<file path="config.mk">
export PLATFORM = sky130hd
export DESIGN_NAME = equilibrium_maxxing_uc
export DESIGN_NICKNAME = d
export VERILOG_FILES = /design/src/rtl/eqm_pkg.sv /design/src/rtl/contador_m.sv /design/src/rtl/hexa7seg.sv /design/src/rtl/equilibrium_maxxing_uc.sv
export SDC_FILE = /design/constraint.sdc
export NUM_CORES = 1
export LEC_CHECK = 0
export ABC_AREA = 0
export BUFFER_PORTS_ARGS = -buffer_cell sky130_fd_sc_hd__buf_4
export CORE_ASPECT_RATIO = 0.6
export CORE_MARGIN = 4
export CORE_UTILIZATION = 52
export DETAILED_ROUTE_END_ITERATION = 8
export PLACE_DENSITY_LB_ADDON = 0.05
export SLEW_MARGIN = 20
export SYNTH_ARGS = -nofsm -noshare
export SYNTH_HDL_FRONTEND = slang
export SYNTH_SLANG_ARGS = --single-unit
</file>
<file path="constraint.sdc">
create_clock -name clock -period 2.1 [get_ports clock]
set_input_delay 0.42 -clock clock [delete_from_list [all_inputs] [get_ports clock]]
set_output_delay 0.42 -clock clock [all_outputs]
set_load 0.05 [all_outputs]
</file>
<file path="src/rtl/eqm_pkg.sv">
// Shared definitions for the equilibrium game control unit: state codes and
// the default game parameters.
package eqm_pkg;

  localparam int EQM_PONTOS_VITORIA = 10;
  localparam int EQM_TIMEOUT_CICLOS = 250_000_000;

  typedef enum logic [3:0] {
    INICIAL     = 4'd0,
    CALIBRA     = 4'd1,
    PREPARA     = 4'd2,
    ESPERA_PREP = 4'd3,
    GERA        = 4'd4,
    JOGA        = 4'd5,
    AVALIA      = 4'd6,
    FIM         = 4'd7
  } estado_t;

endpackage

</file>
<file path="src/rtl/contador_m.sv">
// Modulo-M up counter with a synchronous clear and a count enable.
module contador_m #(
  parameter int M = 100,
  parameter int N = 7
) (
  input  logic         clock,
  input  logic         reset,
  input  logic         zera,
  input  logic         conta,
  output logic [N-1:0] q
);

  localparam logic [N-1:0] ULTIMO = N'(M - 1);
  localparam logic [N-1:0] UM     = N'(1);

  logic [N-1:0] q_r;

  // Count register: clear has priority over count, wraps at M-1.
  always_ff @(posedge clock or negedge reset) begin
    if (!reset) begin
      q_r <= {N{1'b0}};
    end else if (zera) begin
      q_r <= {N{1'b0}};
    end else if (conta) begin
      if (q_r == ULTIMO) begin
        q_r <= {N{1'b0}};
      end else begin
        q_r <= q_r + UM;
      end
    end else begin
      q_r <= q_r;
    end
  end

  assign q = q_r;

endmodule

</file>
<file path="src/rtl/hexa7seg.sv">
// Hex digit to active-low 7-segment pattern {g,f,e,d,c,b,a}; only built when
// EQM_UC_DB_ESTADO_EN is defined.
`ifdef EQM_UC_DB_ESTADO_EN
module hexa7seg (
  input  logic [3:0] valor,
  output logic [6:0] display
);

  // Segment lookup table.
  always_comb begin
    display = 7'b1111111;
    case (valor)
      4'h0:    display = 7'b1000000;
      4'h1:    display = 7'b1111001;
      4'h2:    display = 7'b0100100;
      4'h3:    display = 7'b0110000;
      4'h4:    display = 7'b0011001;
      4'h5:    display = 7'b0010010;
      4'h6:    display = 7'b0000010;
      4'h7:    display = 7'b1111000;
      4'h8:    display = 7'b0000000;
      4'h9:    display = 7'b0010000;
      4'hA:    display = 7'b0001000;
      4'hB:    display = 7'b0000011;
      4'hC:    display = 7'b1000110;
      4'hD:    display = 7'b0100001;
      4'hE:    display = 7'b0000110;
      4'hF:    display = 7'b0001110;
      default: display = 7'b1111111;
    endcase
  end

endmodule
`endif

</file>
<file path="src/rtl/equilibrium_maxxing_uc.sv">
// Control unit of the pendulum balance game: calibration, preparation, timed
// rounds and win/loss verdict. Define EQM_UC_DB_ESTADO_EN for the db_estado display.
module equilibrium_maxxing_uc
  import eqm_pkg::*;
#(
  parameter int PONTOS_VITORIA = EQM_PONTOS_VITORIA,
  parameter int TIMEOUT_CICLOS = EQM_TIMEOUT_CICLOS
) (
  input  logic       clock,
  input  logic       reset,
  input  logic       iniciar,
  input  logic       fim_curso,
  input  logic       prep_done,
  input  logic       ganhou_ponto,
  input  logic       perdeu_ponto,
  input  logic [7:0] pontuacao,
  output logic       start_game,
  output logic       gerar_nova_jogada,
  output logic       conta_nivel,
  output logic       fade_trigger,
  output logic       calib_start,
  output logic       trava_servo,
  output logic       reset_prep_cnt,
  output logic       reset_nivel,
  output logic       reset_nivel_locked,
  output logic       pronto,
  output logic       vitoria,
  output logic       derrota
`ifdef EQM_UC_DB_ESTADO_EN
  ,
  output logic [6:0] db_estado
`endif
);

  localparam int TIMER_W = (TIMEOUT_CICLOS > 1) ? $clog2(TIMEOUT_CICLOS) : 1;
  localparam logic [TIMER_W-1:0] TIMER_ULTIMO = TIMER_W'(TIMEOUT_CICLOS - 1);
  localparam logic [7:0] PONTOS_ALVO = 8'(PONTOS_VITORIA);

  estado_t estado_r;
  estado_t proximo_s;

  // Set only after iniciar has been seen low, so a level held through reset
  // never counts as a press.
  logic iniciar_baixo_r;
  logic subida_s;

  logic perda_r;
  logic vitoria_r;
  logic derrota_r;
  logic start_game_r;
  logic conta_nivel_r;
  logic locked_r;

  logic               zera_timer_s;
  logic               conta_timer_s;
  logic [TIMER_W-1:0] timer_q_s;
  logic               timeout_s;
  logic               fim_rodada_s;
  logic               venceu_s;

  assign subida_s      = iniciar & iniciar_baixo_r;
  assign zera_timer_s  = (estado_r == GERA);
  assign conta_timer_s = (estado_r == JOGA);
  assign timeout_s     = (timer_q_s == TIMER_ULTIMO);
  assign fim_rodada_s  = ganhou_ponto | perdeu_ponto | timeout_s;
  assign venceu_s      = (pontuacao >= PONTOS_ALVO);

  contador_m #(
    .M(TIMEOUT_CICLOS),
    .N(TIMER_W)
  ) u_timer (
    .clock(clock),
    .reset(reset),
    .zera (zera_timer_s),
    .conta(conta_timer_s),
    .q    (timer_q_s)
  );

  // State register.
  always_ff @(posedge clock or negedge reset) begin
    if (!reset) begin
      estado_r <= INICIAL;
    end else begin
      estado_r <= proximo_s;
    end
  end

  // Next-state logic.
  always_comb begin
    proximo_s = estado_r;
    case (estado_r)
      INICIAL: begin
        if (subida_s) proximo_s = CALIBRA;
        else          proximo_s = INICIAL;
      end
      CALIBRA: begin
        if (fim_curso) proximo_s = PREPARA;
        else           proximo_s = CALIBRA;
      end
      PREPARA:     proximo_s = ESPERA_PREP;
      ESPERA_PREP: begin
        if (prep_done) proximo_s = GERA;
        else           proximo_s = ESPERA_PREP;
      end
      GERA:        proximo_s = JOGA;
      JOGA: begin
        if (fim_rodada_s) proximo_s = AVALIA;
        else              proximo_s = JOGA;
      end
      AVALIA: begin
        if (perda_r || venceu_s) proximo_s = FIM;
        else                     proximo_s = GERA;
      end
      FIM: begin
        if (subida_s) proximo_s = INICIAL;
        else          proximo_s = FIM;
      end
      default:     proximo_s = INICIAL;
    endcase
  end

  // Result flags and the one-cycle handshakes that depend on inputs are
  // registered so no input reaches an output combinationally.
  always_ff @(posedge clock or negedge reset) begin
    if (!reset) begin
      iniciar_baixo_r <= 1'b0;
      perda_r         <= 1'b0;
      vitoria_r       <= 1'b0;
      derrota_r       <= 1'b0;
      start_game_r    <= 1'b0;
      conta_nivel_r   <= 1'b0;
      locked_r        <= 1'b0;
    end else begin
      iniciar_baixo_r <= ~iniciar;
      start_game_r    <= (estado_r == ESPERA_PREP) && prep_done;
      conta_nivel_r   <= (estado_r == AVALIA) && !perda_r && !venceu_s;

      if (estado_r == GERA) begin
        perda_r <= 1'b0;
      end else if ((estado_r == JOGA) && fim_rodada_s) begin
        perda_r <= perdeu_ponto | timeout_s;
      end else begin
        perda_r <= perda_r;
      end

      if (proximo_s == INICIAL) begin
        vitoria_r <= 1'b0;
        derrota_r <= 1'b0;
      end else if (estado_r == AVALIA) begin
        derrota_r <= perda_r;
        vitoria_r <= !perda_r && venceu_s;
      end else begin
        vitoria_r <= vitoria_r;
        derrota_r <= derrota_r;
      end

      if (proximo_s == INICIAL) begin
        locked_r <= 1'b0;
      end else if ((estado_r == ESPERA_PREP) && prep_done) begin
        locked_r <= 1'b1;
      end else begin
        locked_r <= locked_r;
      end
    end
  end

  // Moore outputs decoded from the state register.
  always_comb begin
    reset_nivel       = 1'b0;
    calib_start       = 1'b0;
    reset_prep_cnt    = 1'b0;
    trava_servo       = 1'b0;
    gerar_nova_jogada = 1'b0;
    fade_trigger      = 1'b0;
    pronto            = 1'b0;
    case (estado_r)
      INICIAL:     reset_nivel = 1'b1;
      CALIBRA:     calib_start = 1'b1;
      PREPARA:     reset_prep_cnt = 1'b1;
      ESPERA_PREP: trava_servo = 1'b1;
      GERA: begin
        gerar_nova_jogada = 1'b1;
        fade_trigger      = 1'b1;
      end
      JOGA, AVALIA: begin
        pronto = 1'b0;
      end
      FIM:         pronto = 1'b1;
      default:     reset_nivel = 1'b1;
    endcase
  end

  assign start_game         = start_game_r;
  assign conta_nivel        = conta_nivel_r;
  assign reset_nivel_locked = locked_r;
  assign vitoria            = vitoria_r;
  assign derrota            = derrota_r;

`ifdef EQM_UC_DB_ESTADO_EN
  hexa7seg u_hexa7seg (
    .valor  (4'(estado_r)),
    .display(db_estado)
  );
`endif

endmodule

</file>
==> key figures <==
Yosys
  • Commonest register cell after synthesis: dfrtp_1
  • Post-synthesis sequential element count: 38
  • Number of distinct library cell variants in the gate-level netlist after synthesis: 51
  • Fraction of post-synthesis cell area in the top cell type by area: 0.432
  • Syn Inst Count: 242
  • Average cell area after synthesis: 9.09 um^2
  • Part of the Yosys area used for sequential elements: 0.432
  • Number of warnings issued by yosys: 0
  • Synth top area cells: dfrtp_1 43%, nand2_1 4.9%, a22o_1 4.4%, a31oi_1 4.0%, nand3_1 3.9%
  • Summed instance area of the synthesized netlist: 2200 um^2
  • Most common library cells after synthesis: 38 x dfrtp_1, 29 x nand2_1, 20 x nor2_1
  • Most repeated cell in the gate-level netlist after synthesis: dfrtp_1
  • Number of synthesized flops with an enable pin: 0
  • Syn nets: 258
  • Most area-hungry cell type in the Yosys netlist: dfrtp_1
  • Async set or reset register ratio after synthesis: 1.00

Clock network
  • Maximum number of buffers from clock root to sink: 2
  • Root buffer selected by CTS: clkbuf_8
  • Clock transition at the registers of the reported paths: around 0.070 ns
  • Number of buffers created by CTS: 5
  • Number of levels in the clock H-tree: 2
  • Number of sinks on the clock net: 38
  • Clock insertion delay at the later pin of the skew report: 0.28 ns
  • Buffers inserted by post-CTS timing repair: 0
  • CTS tree: done

Hold path
  • Type of the tightest min-delay check: in -> async

Critical path
  • Cells on worst reg2reg path: 6
  • Cell-by-cell trace of the critical path: or4b_4, nor4_4, a21oi_2, buf_4, a21o_1, a22o_1
  • Critical path required time: 2.28 ns
  • Cell with the largest stage delay on the worst path: or4b_4
  • Max incr delay on CP: 0.57 ns
  • Startpoint-to-endpoint class of the critical path: reg -> reg
  • Nature of the critical path endpoint: register
  • Crit Path Max Fanout: 18
  • Worst setup SP type: register
  • Worst path arrival time: 2.22 ns

Layout
  • Total Nets Final: 306
  • Count of non-filler cells in the finished layout: 347
  • Count of filler cells inserted in the layout: 332
  • Area growth, synth to finish: 23.7%
  • Largest register FFs: 28
  • Fraction of layout instances using a drive strength above 1: 0.252
  • Area of the multi-input gates: 1180 um^2
  • Flip-flop and latch area: 951 um^2
  • Final Util: 0.703
  • Number of inserted diodes: 0

Die
  • Chip height: around 58 um
  • Core region area: approximately 3900 um^2
  • Initial core utilization: 0.569
  • Count of standard-cell rows: 17
  • Io pins: 27
  • Total Die Area: 5370 um^2
  • Die width: ~92 um

Placed design
  • Cell Count Post-Placement: 340
  • Dpl ws: 0.0601 ns
  • Final HPWL DP: 3990 um
  • Final weighted congestion in routability-driven placement: 0.792
  • Count of input and output buffers: 25

Global route
  • Largest net degree at the start of global routing: 39
  • Overall track demand over capacity in global routing: 0.215
  • Grt met1 use: 0.352
  • Met2 capacity usage during global routing: 0.278
  • Global route hottest layer: met1
  • Antenna violations before repair: 0
  • Global-route wire length before repair: 9030 um
  • Fraction of met3 tracks used by global routing: 0.0485
  • Number of global-route vias before repair: roughly 1800
  • Remaining global-route overflow: 0

Power and ir drop
  • Switching power summed over all nets: 1.25 mW
  • Leak: 1.23 nW
  • Max rail drop VDD: 0.00105 V
  • Internal cell power: roughly 1.5 mW
  • Power per Cell Area: around 1000 nW/um^2
  • Share of total power in sequential cells: 0.327
  • Clock Power Share: 0.167
  • Gate power share: 0.506
  • Switching part of the total power: 0.447

STA
  • Fmax: 0.488 GHz
  • Setup WS post-layout: between 0.05 and 0.06 ns
  • Time the final worst path needs with I/O delays and setup: 2.05 ns
  • Max-slew violation total from the final report: 0
  • Number of hold violations in the final report: 0
  • Final setup vio count: 0
  • Worst slew margin relative to its limit: 0.686
  • Transition time of the tightest slew-check pin: 0.471 ns
  • Unrepaired setup endpoints after global routing: true
  • Period utilisation layout: 0.975
  • Clock Skew: 0.00352 ns

Routing
  • Via count of the routed design: 2070
  • ANT nets after route: 0
  • Detailed Route Iter0 Violations: 144
  • Final Routed Wirelength: 5450 um
  • Via-to-Cell Ratio: 5.97
  • Detail-routed net length per standard cell: 15.7 um
  • Number of detailed-routing iterations run before antenna repair: 4
  • Residual DRC count: 0

Status
  • Result of the run: finished, final reports clean

Flow run
  • Max cap viols: 0
## worst max-delay path: cells and delay by family, from the launching register on
| kind | cells | cell delay, ns |
|---|---|---|
| AOI/OAI and AO/OA | 3 | 0.46 |
| buffers and inverters | 1 | 0.21 |
| and+or+nand+nor | 2 | 0.89 |
| DFF | 1 | 0.38 |
## placed cells by master (no fill, tap or decap), drive strengths merged, types with 4 or more instances in the layout
cell / n
buf: 55
clkbuf: 7
a21oi: 15
xnor2: 5
nand2: 29
o21ai: 5
and3: 4
nor2: 20
inv: 5
nor3: 6
nand4: 8
a22o: 11
a41oi: 4
nand3: 17
nor4: 6
dfrtp: 38
a31oi: 14
## final timing paths
check                                    from            endpoint  slack (ns)
max                             u_timer.q[16]        u_timer.q[3]        0.05
max in group asynchronous               reset     iniciar_baixo_r        1.68
min                                     reset       u_timer.q[20]        0.09
max reg2reg                     u_timer.q[16]        u_timer.q[3]        0.05
min in group clock                    iniciar     iniciar_baixo_r        0.30
min reg2reg                reset_nivel_locked  reset_nivel_locked        0.50
## metal layers
layer  wire (um)  share of wire  up-vias
met1        2830           0.52      990
li1            -              -     1009
met5           0              0        -
met4          36         0.0066        0
met2        2200           0.40       67
met3         390          0.072        4
## cells by family after synthesis
family,count (synthesis),share of synthesized area
muxes,4,0.0188
DFF,38,0.432
xor gates and xnor gates,6,0.0239
AOI/OAI and AO/OA,64,0.202
and+or+nand+nor,110,0.277
buffers and inverters,19,0.0398
adders and majority gates,1,0.00568
## area by class of cell
class	count	area share
Clock buffer	7	0.0280
Inverter	5	0.00689
Sequential cell	38	0.349
Tap cell	57	0.0262
Timing Repair Buffer	55	0.156
Multi-Input combinational cell	185	0.433
## repair_timing
item / in CTS / in global routing
endpoints found under the setup margin: 0 / 5
hold buffers: 0 / 0
hold endpoints to repair: 0 / 0
resized for setup: 0 / 1
## power groups by stage
stage,Sequential [mW],Combinational [mW],Clock [mW]
6_report,0.915,1.41,0.466
5_1_grt,0.929,1.52,0.507
4_1_cts,0.913,1.41,0.474
3_5_place_dp,0.925,1.40,0
3_3_place_gp,0.924,1.37,0
2_1_floorplan,0.988,0.893,0
## per-stage QoR
step	instance area [um^2]	hold WS [ns]	TNS, ns	power (mW)
floorplan	2210	0.124	0	1.88
global placement	2640	0.413	0	2.29
detailed placement	2640	0.413	0	2.33
CTS	2720	0.108	0	2.79
global route	2720	0.131	-0.0872	2.95
finish	2720	0.0924	0	2.80
Note: power is estimated with default switching activity, not from simulation.
